<file path="config.mk">
export PLATFORM = sky130hd
export DESIGN_NAME = ddr_rd_burst_asm
export DESIGN_NICKNAME = d
export VERILOG_FILES = /design/src/rtl/ddr_rd_burst_asm.sv
export SDC_FILE = /design/constraint.sdc
export NUM_CORES = 1
export LEC_CHECK = 0
export CORE_ASPECT_RATIO = 1.25
export CORE_UTILIZATION = 30
export DETAILED_ROUTE_END_ITERATION = 8
export PLACE_DENSITY = 0.5
export SYNTH_ARGS = -nofsm -noshare
export SYNTH_HDL_FRONTEND = slang
export SYNTH_SLANG_ARGS = --single-unit
export TNS_END_PERCENT = 1
</file>
<file path="constraint.sdc">
create_clock -name clk_i -period 6.4 [get_ports clk_i]
set_clock_uncertainty 0.1 [all_clocks]
set_input_delay 0.96 -clock clk_i [delete_from_list [all_inputs] [get_ports clk_i]]
set_output_delay 0.96 -clock clk_i [all_outputs]
set_load 0.02 [all_outputs]
</file>
<file path="src/rtl/ddr_rd_burst_asm.sv">
`default_nettype none
// ============================================================================
// Module      : ddr_rd_burst_asm
// Description : DDR read-path burst assembler. Gathers deserialised words,
//               one per strobe, into complete bursts of BEATS words. Buffers
//               up to DEPTH finished bursts in a circular FIFO and presents
//               them over a valid/ready handshake. Misalignment and FIFO
//               overflow are reported through sticky status bits.
// Revision    : 1.0 - initial release
// ----------------------------------------------------------------------------
// Ports:
//   clk_i          controller clock, posedge
//   rst_i          asynchronous active-high reset
//   word_i         deserialised word, valid with word_vld_i
//   word_vld_i     one-cycle strobe, word_i carries a new word
//   burst_start_i  word_i is beat 0 of a burst (qualified by word_vld_i)
//   line_o         head burst, beat k at [k*WIDTH +: WIDTH], zero when empty
//   line_vld_o     FIFO non-empty
//   line_rdy_i     consumer accepts the head line
//   lvl_o          number of stored lines, 0..DEPTH
//   full_o         lvl_o == DEPTH
//   ovf_o          sticky: a completed line was dropped
//   err_align_o    sticky: orphan word or truncated burst
//   clr_err_i      synchronous clear of ovf_o and err_align_o
// ============================================================================
module ddr_rd_burst_asm #(
  parameter int WIDTH = 8,
  parameter int BEATS = 16,
  parameter int DEPTH = 4
) (
  input  logic                       clk_i,
  input  logic                       rst_i,
  input  logic [WIDTH-1:0]           word_i,
  input  logic                       word_vld_i,
  input  logic                       burst_start_i,
  output logic [WIDTH*BEATS-1:0]     line_o,
  output logic                       line_vld_o,
  input  logic                       line_rdy_i,
  output logic [$clog2(DEPTH):0]     lvl_o,
  output logic                       full_o,
  output logic                       ovf_o,
  output logic                       err_align_o,
  input  logic                       clr_err_i
);

  localparam int LW = WIDTH * BEATS;
  localparam int CW = $clog2(BEATS);
  localparam int PW = $clog2(DEPTH);

  localparam logic [CW-1:0] LAST_BEAT = CW'(BEATS - 1);
  localparam logic [PW:0]   FULL_LVL  = (PW + 1)'(DEPTH);

  typedef enum logic {
    ST_IDLE    = 1'b0,
    ST_COLLECT = 1'b1
  } state_t;

  // --------------------------------------------------------------------------
  // Assembly state
  // --------------------------------------------------------------------------
  state_t          state_q;
  logic [CW-1:0]   cnt_q;
  logic [LW-1:0]   asm_q;

  // --------------------------------------------------------------------------
  // FIFO state
  // --------------------------------------------------------------------------
  logic [LW-1:0]   mem_q [DEPTH];
  logic [PW-1:0]   wptr_q, wptr_d;
  logic [PW-1:0]   rptr_q, rptr_d;
  logic [PW:0]     lvl_q,  lvl_d;
  logic            ovf_q,  ovf_d;
  logic            err_q,  err_d;

  // --------------------------------------------------------------------------
  // Event decode
  // --------------------------------------------------------------------------
  logic            w_line_done;
  logic            w_align_evt;
  logic            w_empty;
  logic            w_full;
  logic            w_pop;
  logic            w_push;
  logic            w_ovf_evt;
  logic [LW-1:0]   w_push_line;

  // The final beat is still on word_i when the line completes, so the pushed
  // line is the assembly register with its top beat replaced by that word.
  always_comb begin
    w_push_line                      = asm_q;
    w_push_line[LW-1 -: WIDTH]       = word_i;
  end

  assign w_line_done = word_vld_i && !burst_start_i &&
                       (state_q == ST_COLLECT) && (cnt_q == LAST_BEAT);

  // Orphan word in IDLE, or a new start interrupting a partial burst.
  assign w_align_evt = word_vld_i &&
                       (((state_q == ST_IDLE)    && !burst_start_i) ||
                        ((state_q == ST_COLLECT) &&  burst_start_i));

  assign w_empty   = (lvl_q == '0);
  assign w_full    = (lvl_q == FULL_LVL);
  assign w_pop     = !w_empty && line_rdy_i;
  // A full FIFO can still take a line if the head leaves on the same edge.
  assign w_push    = w_line_done && (!w_full || w_pop);
  assign w_ovf_evt = w_line_done &&  w_full && !w_pop;

  // --------------------------------------------------------------------------
  // Assembly FSM. Only strobed cycles advance; idle cycles hold everything.
  // The assembly register is never cleared between bursts: only complete
  // lines are pushed, so stale beats never escape.
  // --------------------------------------------------------------------------
  always_ff @(posedge clk_i or posedge rst_i) begin
    if (rst_i) begin
      state_q <= ST_IDLE;
      cnt_q   <= '0;
      asm_q   <= '0;
    end else if (word_vld_i) begin
      case (state_q)
        ST_IDLE: begin
          if (burst_start_i) begin
            asm_q[0 +: WIDTH] <= word_i;
            cnt_q             <= CW'(1);
            state_q           <= ST_COLLECT;
          end
        end
        ST_COLLECT: begin
          if (burst_start_i) begin
            // Truncated burst: restart with this word as beat 0.
            asm_q[0 +: WIDTH] <= word_i;
            cnt_q             <= CW'(1);
          end else begin
            asm_q[cnt_q*WIDTH +: WIDTH] <= word_i;
            if (cnt_q == LAST_BEAT) begin
              cnt_q   <= '0;
              state_q <= ST_IDLE;
            end else begin
              cnt_q   <= cnt_q + CW'(1);
            end
          end
        end
        default: begin
          state_q <= ST_IDLE;
          cnt_q   <= '0;
        end
      endcase
    end
  end

  // --------------------------------------------------------------------------
  // FIFO pointer / level / status next-state
  // --------------------------------------------------------------------------
  always_comb begin
    wptr_d = wptr_q;
    rptr_d = rptr_q;
    lvl_d  = lvl_q;
    if (w_push) begin
      wptr_d = wptr_q + PW'(1);
    end
    if (w_pop) begin
      rptr_d = rptr_q + PW'(1);
    end
    case ({w_push, w_pop})
      2'b10:   lvl_d = lvl_q + (PW + 1)'(1);
      2'b01:   lvl_d = lvl_q - (PW + 1)'(1);
      default: lvl_d = lvl_q;
    endcase
    // A new event in the same cycle as a clear leaves the bit set.
    ovf_d = w_ovf_evt   || (ovf_q && !clr_err_i);
    err_d = w_align_evt || (err_q && !clr_err_i);
  end

  always_ff @(posedge clk_i or posedge rst_i) begin
    if (rst_i) begin
      wptr_q <= '0;
      rptr_q <= '0;
      lvl_q  <= '0;
      ovf_q  <= 1'b0;
      err_q  <= 1'b0;
    end else begin
      wptr_q <= wptr_d;
      rptr_q <= rptr_d;
      lvl_q  <= lvl_d;
      ovf_q  <= ovf_d;
      err_q  <= err_d;
    end
  end

  // Storage needs no reset: entries are only visible while counted in lvl_q.
  always_ff @(posedge clk_i) begin
    if (w_push) begin
      mem_q[wptr_q] <= w_push_line;
    end
  end

  // --------------------------------------------------------------------------
  // Outputs, all derived from registers only
  // --------------------------------------------------------------------------
  assign line_vld_o  = !w_empty;
  assign line_o      = w_empty ? '0 : mem_q[rptr_q];
  assign lvl_o       = lvl_q;
  assign full_o      = w_full;
  assign ovf_o       = ovf_q;
  assign err_align_o = err_q;

endmodule
`default_nettype wire
</file>
After elaboration in Yosys (flattened, before gate mapping):

Memories as Yosys holds them, arrays and structs flattened.
Cells that the tools add are included.

* flip-flop bits (word level): 142
* memory bits (writable): 512
* output and inout port bits: 135
* word-level logic and storage cells: 66
* memories: 1

* add/sub/neg operators: 6
* eq/ne operators: 5
* shifts and indexed selects: 2
* mux-type cells: 16
* bitwise logic cells: 2
* reductions and logical operators: 25

Memories
* mem_q: depth 4, bits a word 128, rd ports 1, clocked after memory_dff 0, write ports 1, RTL line 68 `logic [LW-1:0] mem_q [DEPTH];`

Operators by type and width (count)
* $bwmux 128: 1
* $mux 128: 1
* $shift 8x34->128 const A: 1
* $shiftx 8x34->128: 1
* $neg 7->34: 1
* $mux 8: 2
* $pmux 8 s2: 1
* $logic_and 1x1->1: 12
* $mux 4: 3
* $pmux 4 s2: 1
* $pmux 3 s2: 1
* $logic_not 1->1: 5
* $mux 1: 5
* $add 2x1->2 const B: 2
* $add 4x1->4 const B: 1
* $eq 4x4->1 const B: 1
* $logic_or 1x1->1: 4
* $add 3x1->3 const B: 1
* $eq 3x3->1 const B: 1
* $logic_not 3->1: 1
* $reduce_and 3->1: 1
* $sub 3x1->3 const B: 1
* $eq 2x1->1 const B: 1
* $eq 2x2->1 const B: 1
* other kinds (5): 6

Depth between registers and ports, before layout:

* depth in word-level cells: 7
* depth in mapped cells: 10

Least setup slack after synthesis:

Ideal clock, no wire load.

* kind: in2reg
* start point: input burst_start_i
* end point: memory mem_q[0][0] (netlist bit), enable pin
* setup time: 0.502 ns
* data arrival time: 4.746 ns
* slack: 1.052 ns
* stages on the path: 4
* cells stage by stage: nand3b_2 -> nor2_1 -> o21a_2 -> and2_1

* word-level cells in the longest chain between the ends: 7

RTL lines
* start: declaration: RTL line 35 `input logic burst_start_i,`
* $logic_not 1->1: RTL line 94 `assign w_line_done = word_vld_i && !burst_start_i &&`
* $logic_and 1x1->1 (2 in series): RTL line 94
* $logic_and 1x1->1: RTL line 95 `(state_q == ST_COLLECT) && (cnt_q == LAST_BEAT);`
* $logic_and 1x1->1: RTL line 106 `assign w_push = w_line_done && (!w_full || w_pop);`
* $mux 1: RTL line 192 `if (w_push) begin`
* $mux 1 (not written as such): RTL line 193 `mem_q[wptr_q] <= w_push_line;`
* end: declaration: RTL line 68

No other way between the ends.

Worst setup path after layout:

* start point: register rptr_q[0]
* end point: output line_o[25]

* word-level cells in the longest chain between the ends: 2

RTL lines
* start: declaration: RTL line 70 `logic [PW-1:0] rptr_q, rptr_d;`
* start signal: assignment: RTL line 183 `rptr_q <= rptr_d;`
* $mem_v2 4x128
* $mux 128: RTL line 201 `assign line_o = w_empty ? '0 : mem_q[rptr_q];`
* end: declaration: RTL line 36 `output logic [WIDTH*BEATS-1:0] line_o,`

No other way between the ends.

==> results_dict.tcl <==
set metrics [dict create \
    grt_use_met1_pct 17.8 \
    cts_made_buffers 68 \
    fp.dieW_um 262 \
    dr_total_vias 12000 \
    synthTopCellsByArea "edfxtp_1, dfrtp_1, mux4_2" \
    ys_seq_elements 646 \
    r2r_slack_ps 2430 \
    grt_pass1_vias 12900 \
    final.min_clock_period_ps 4530 \
    yosys.cell_types.count 59 \
    drv_slew 0 \
    htreeDepth 3 \
    path_class "reg2out" \
    fmax_ghz 0.221 \
    antenna_found_initial 5 \
    setup.worst_path.start "rptr_q[0]$_DFFE_PP0P_" \
    final.period_utilization_pct 70.7 \
    regArea_um2 18700 \
    syn_inst 1278 \
    grt_pass1_wl_mm 86.4 \
    clkTransAtPathRegs_ps 60 \
    cp_max_fo 51 \
    multi_input_area_um2 6200 \
    cp_data_arrival_time_ps 3470 \
    syn_area_per_cell_um2 19.8 \
    setup_viol 0 \
    die_h_um 327 \
    total_power_mw 12.1 \
    yosysTopAreaCellShare_pct 60.7 \
    hold_buffers 0 \
    cts-root-buf "clkbuf_16" \
    worstReg2RegEnd "asm_q[21]$_DFFE_PP0P_" \
    crit_path_start_kind "register" \
    powerDensity_nw_per_um2 397 \
    nets 1486 \
    cts_resized 0 \
    core_area_um2 83300 \
    yosys.area.top_type "edfxtp_1" \
    cts_tree "yes" \
    ir_drop_v 0.000256 \
    endpoint_kind "output port" \
    clock_sinks 646 \
    async_reset_ff_share_pct 20.7 \
    synth_ff_type "edfxtp_1" \
    ys_seq_area_share_pct 74.0 \
    grt_overflow 0 \
    ios 149 \
    drt_iter0_drc 605 \
    globalRouteTotalUtil_pct 13.9 \
    post_cts_buffers 0 \
    vias_per_cell 4.63 \
    cap_violations 0 \
    leakagePower_nw 11.2 \
    r2r_start "cnt_q[0]$_DFFE_PP0P_" \
    synth_area_um2 25300 \
    top_usage_layer "met2" \
    hold_violations 0 \
    grtUsageMet3_pct 2.03 \
    worst_pin_slew_ps 1090 \
    hold_depth 0 \
    worstHoldStart "asm_q[88]$_DFFE_PP0P_" \
    min_to "mem_q[0][88]$_DFFE_PP_" \
    critPathRequiredTime_ps 5340 \
    drc_errors 0 \
    wl_per_cell_um 22.4 \
    synth_edf_count 512 \
    slew_headroom_pct 27.1 \
    drtAntennaViolNets 0 \
    clockBufferDepth 3 \
    portBuffers 148 \
    reg2reg_depth 6 \
    totalWireLength_mm 58.2 \
    yosys_warnings 0 \
    grt_max_degree 103 \
    dieArea_um2 85600 \
    status "completed" \
    gp_congestion 0.742 \
    num_rows 118 \
    first_pass_iters 5 \
    start_util_pct 30.4 \
    clk_latency_ps 600 \
    syn_nets 1304 \
    syn_to_final_growth_pct 20.2 \
    final_layout_size_suffix_gt1_share_pct 24.4 \
    hold_class "reg2reg" \
    hpwl_mm 34.9 \
    grt_util_met2_pct 24.2 \
    fill_cells 7799 \
    tns_ps 0 \
    rsz0062_at_grt "no" \
]
synthesized netlist by cell type, types with 3 or more instances:
cell type,instances
nand3_1,6
mux2_2,89
edfxtp_1,512
nand2_1,25
and2_1,140
buf_6,3
nor2_1,9
nor3_1,4
ha_1,11
nor2b_1,10
buf_2,18
mux4_2,128
xnor2_1,5
and3_1,17
nor3_4,3
o21ai_0,10
mux2_1,8
nand2_4,4
buf_1,6
mux2i_1,24
nand2b_1,4
inv_1,40
clkbuf_1,28
dfrtp_1,134
kinds of logic (layout without fill, tap and decap cells):
| logic type | count (synthesis) | count (layout) | synth area share [%] |
|---|---|---|---|
| adders and majority gates | 12 | 12 | 0.623 |
| buffers and inverters | 96 | 334 | 1.62 |
| and+or+nand+nor | 240 | 240 | 5.96 |
| other | 0 | 2 | 0 |
| DFF | 646 | 646 | 74.0 |
| AOI/OAI and AO/OA | 29 | 29 | 0.949 |
| muxes | 249 | 249 | 16.6 |
| xor gates and xnor gates | 6 | 6 | 0.237 |
cells in the final DEF (no fill, tap or decap), types with 4 or more instances in the layout:
cell type          n
and2_1           136
and2_4             4
and3_1            17
buf_12             8
buf_4             12
bufinv_16          6
clkbuf_1          23
clkbuf_16         68
clkbuf_8           6
clkdlybuf4s50_1  148
clkinv_1           5
clkinv_2           7
dfrtp_1          132
edfxtp_1         512
ha_1              11
inv_1             39
inv_6              5
mux2_1             8
mux2_2            89
mux2i_1           24
mux4_2           128
nand2_1           24
nand2_4            5
nand2b_1           4
nand3_1            6
nor2_1             9
nor2b_1           10
nor3_1             4
o21ai_0           10
xnor2_1            5
power breakdown:
group	total [mW]	internal (mW)	leakage, nW	switching, mW
sequential	5.17	4.80	6.72	0.369
combinational	2.97	1.41	3.34	1.55
clock	3.94	2.31	1.09	1.63
area by class of cell:
type / count / share of cell area, %
inverters: 40 / 0.510
multi-input cells: 536 / 20.4
repair buffers: 168 / 5.69
diodes: 2 / 0.0165
clock buffers: 97 / 6.15
well taps: 1080 / 4.44
clock inverters: 29 / 1.23
flip-flops and latches: 646 / 61.6
stage by stage:
step	setup WS (ps)	cell area, um2	hold WS (ps)	instances	util [%]
after floorplan	1050	25300	369	1278	-
after global placement	2150	28200	379	2470	33.8
after detailed placement	2110	28200	395	2470	33.8
after CTS	1740	30400	404	2596	36.5
after global routing	1620	30400	431	2596	36.5
final	1870	30400	407	2598	36.5
critical path: stages (launching register included):
cell and delay [ps]:
dfrtp_4 950, buf_12 440, mux4_2 570, and2_1 230
clkdlybuf4s50_1 560
sequential cells by signal, summed over array words and instances, names as in the netlist:
register / cells
mem_q: 512
asm_q: 120
cnt_q: 4
lvl_o: 3
rptr_q: 2
wptr_q: 2
err_align_o: 1
ovf_o: 1
state_q: 1
layer usage:
metal	wire length, um	part of all wire (%)
met5	0	0
met4	1060	1.8
met3	2290	3.9
met2	30500	52
met1	24400	42
worst max path at each step:
stage                                   end  slack [ps]
detailed placement   mem_q[3][49]$_DFFE_PP_        2110
global route                     line_o[25]        1620
finish                           line_o[25]        1870
global placement    mem_q[2][127]$_DFFE_PP_        2150
CTS                              line_o[25]        1740
floorplan             mem_q[0][0]$_DFFE_PP_        1050
(Power assumes the default switching activity.)
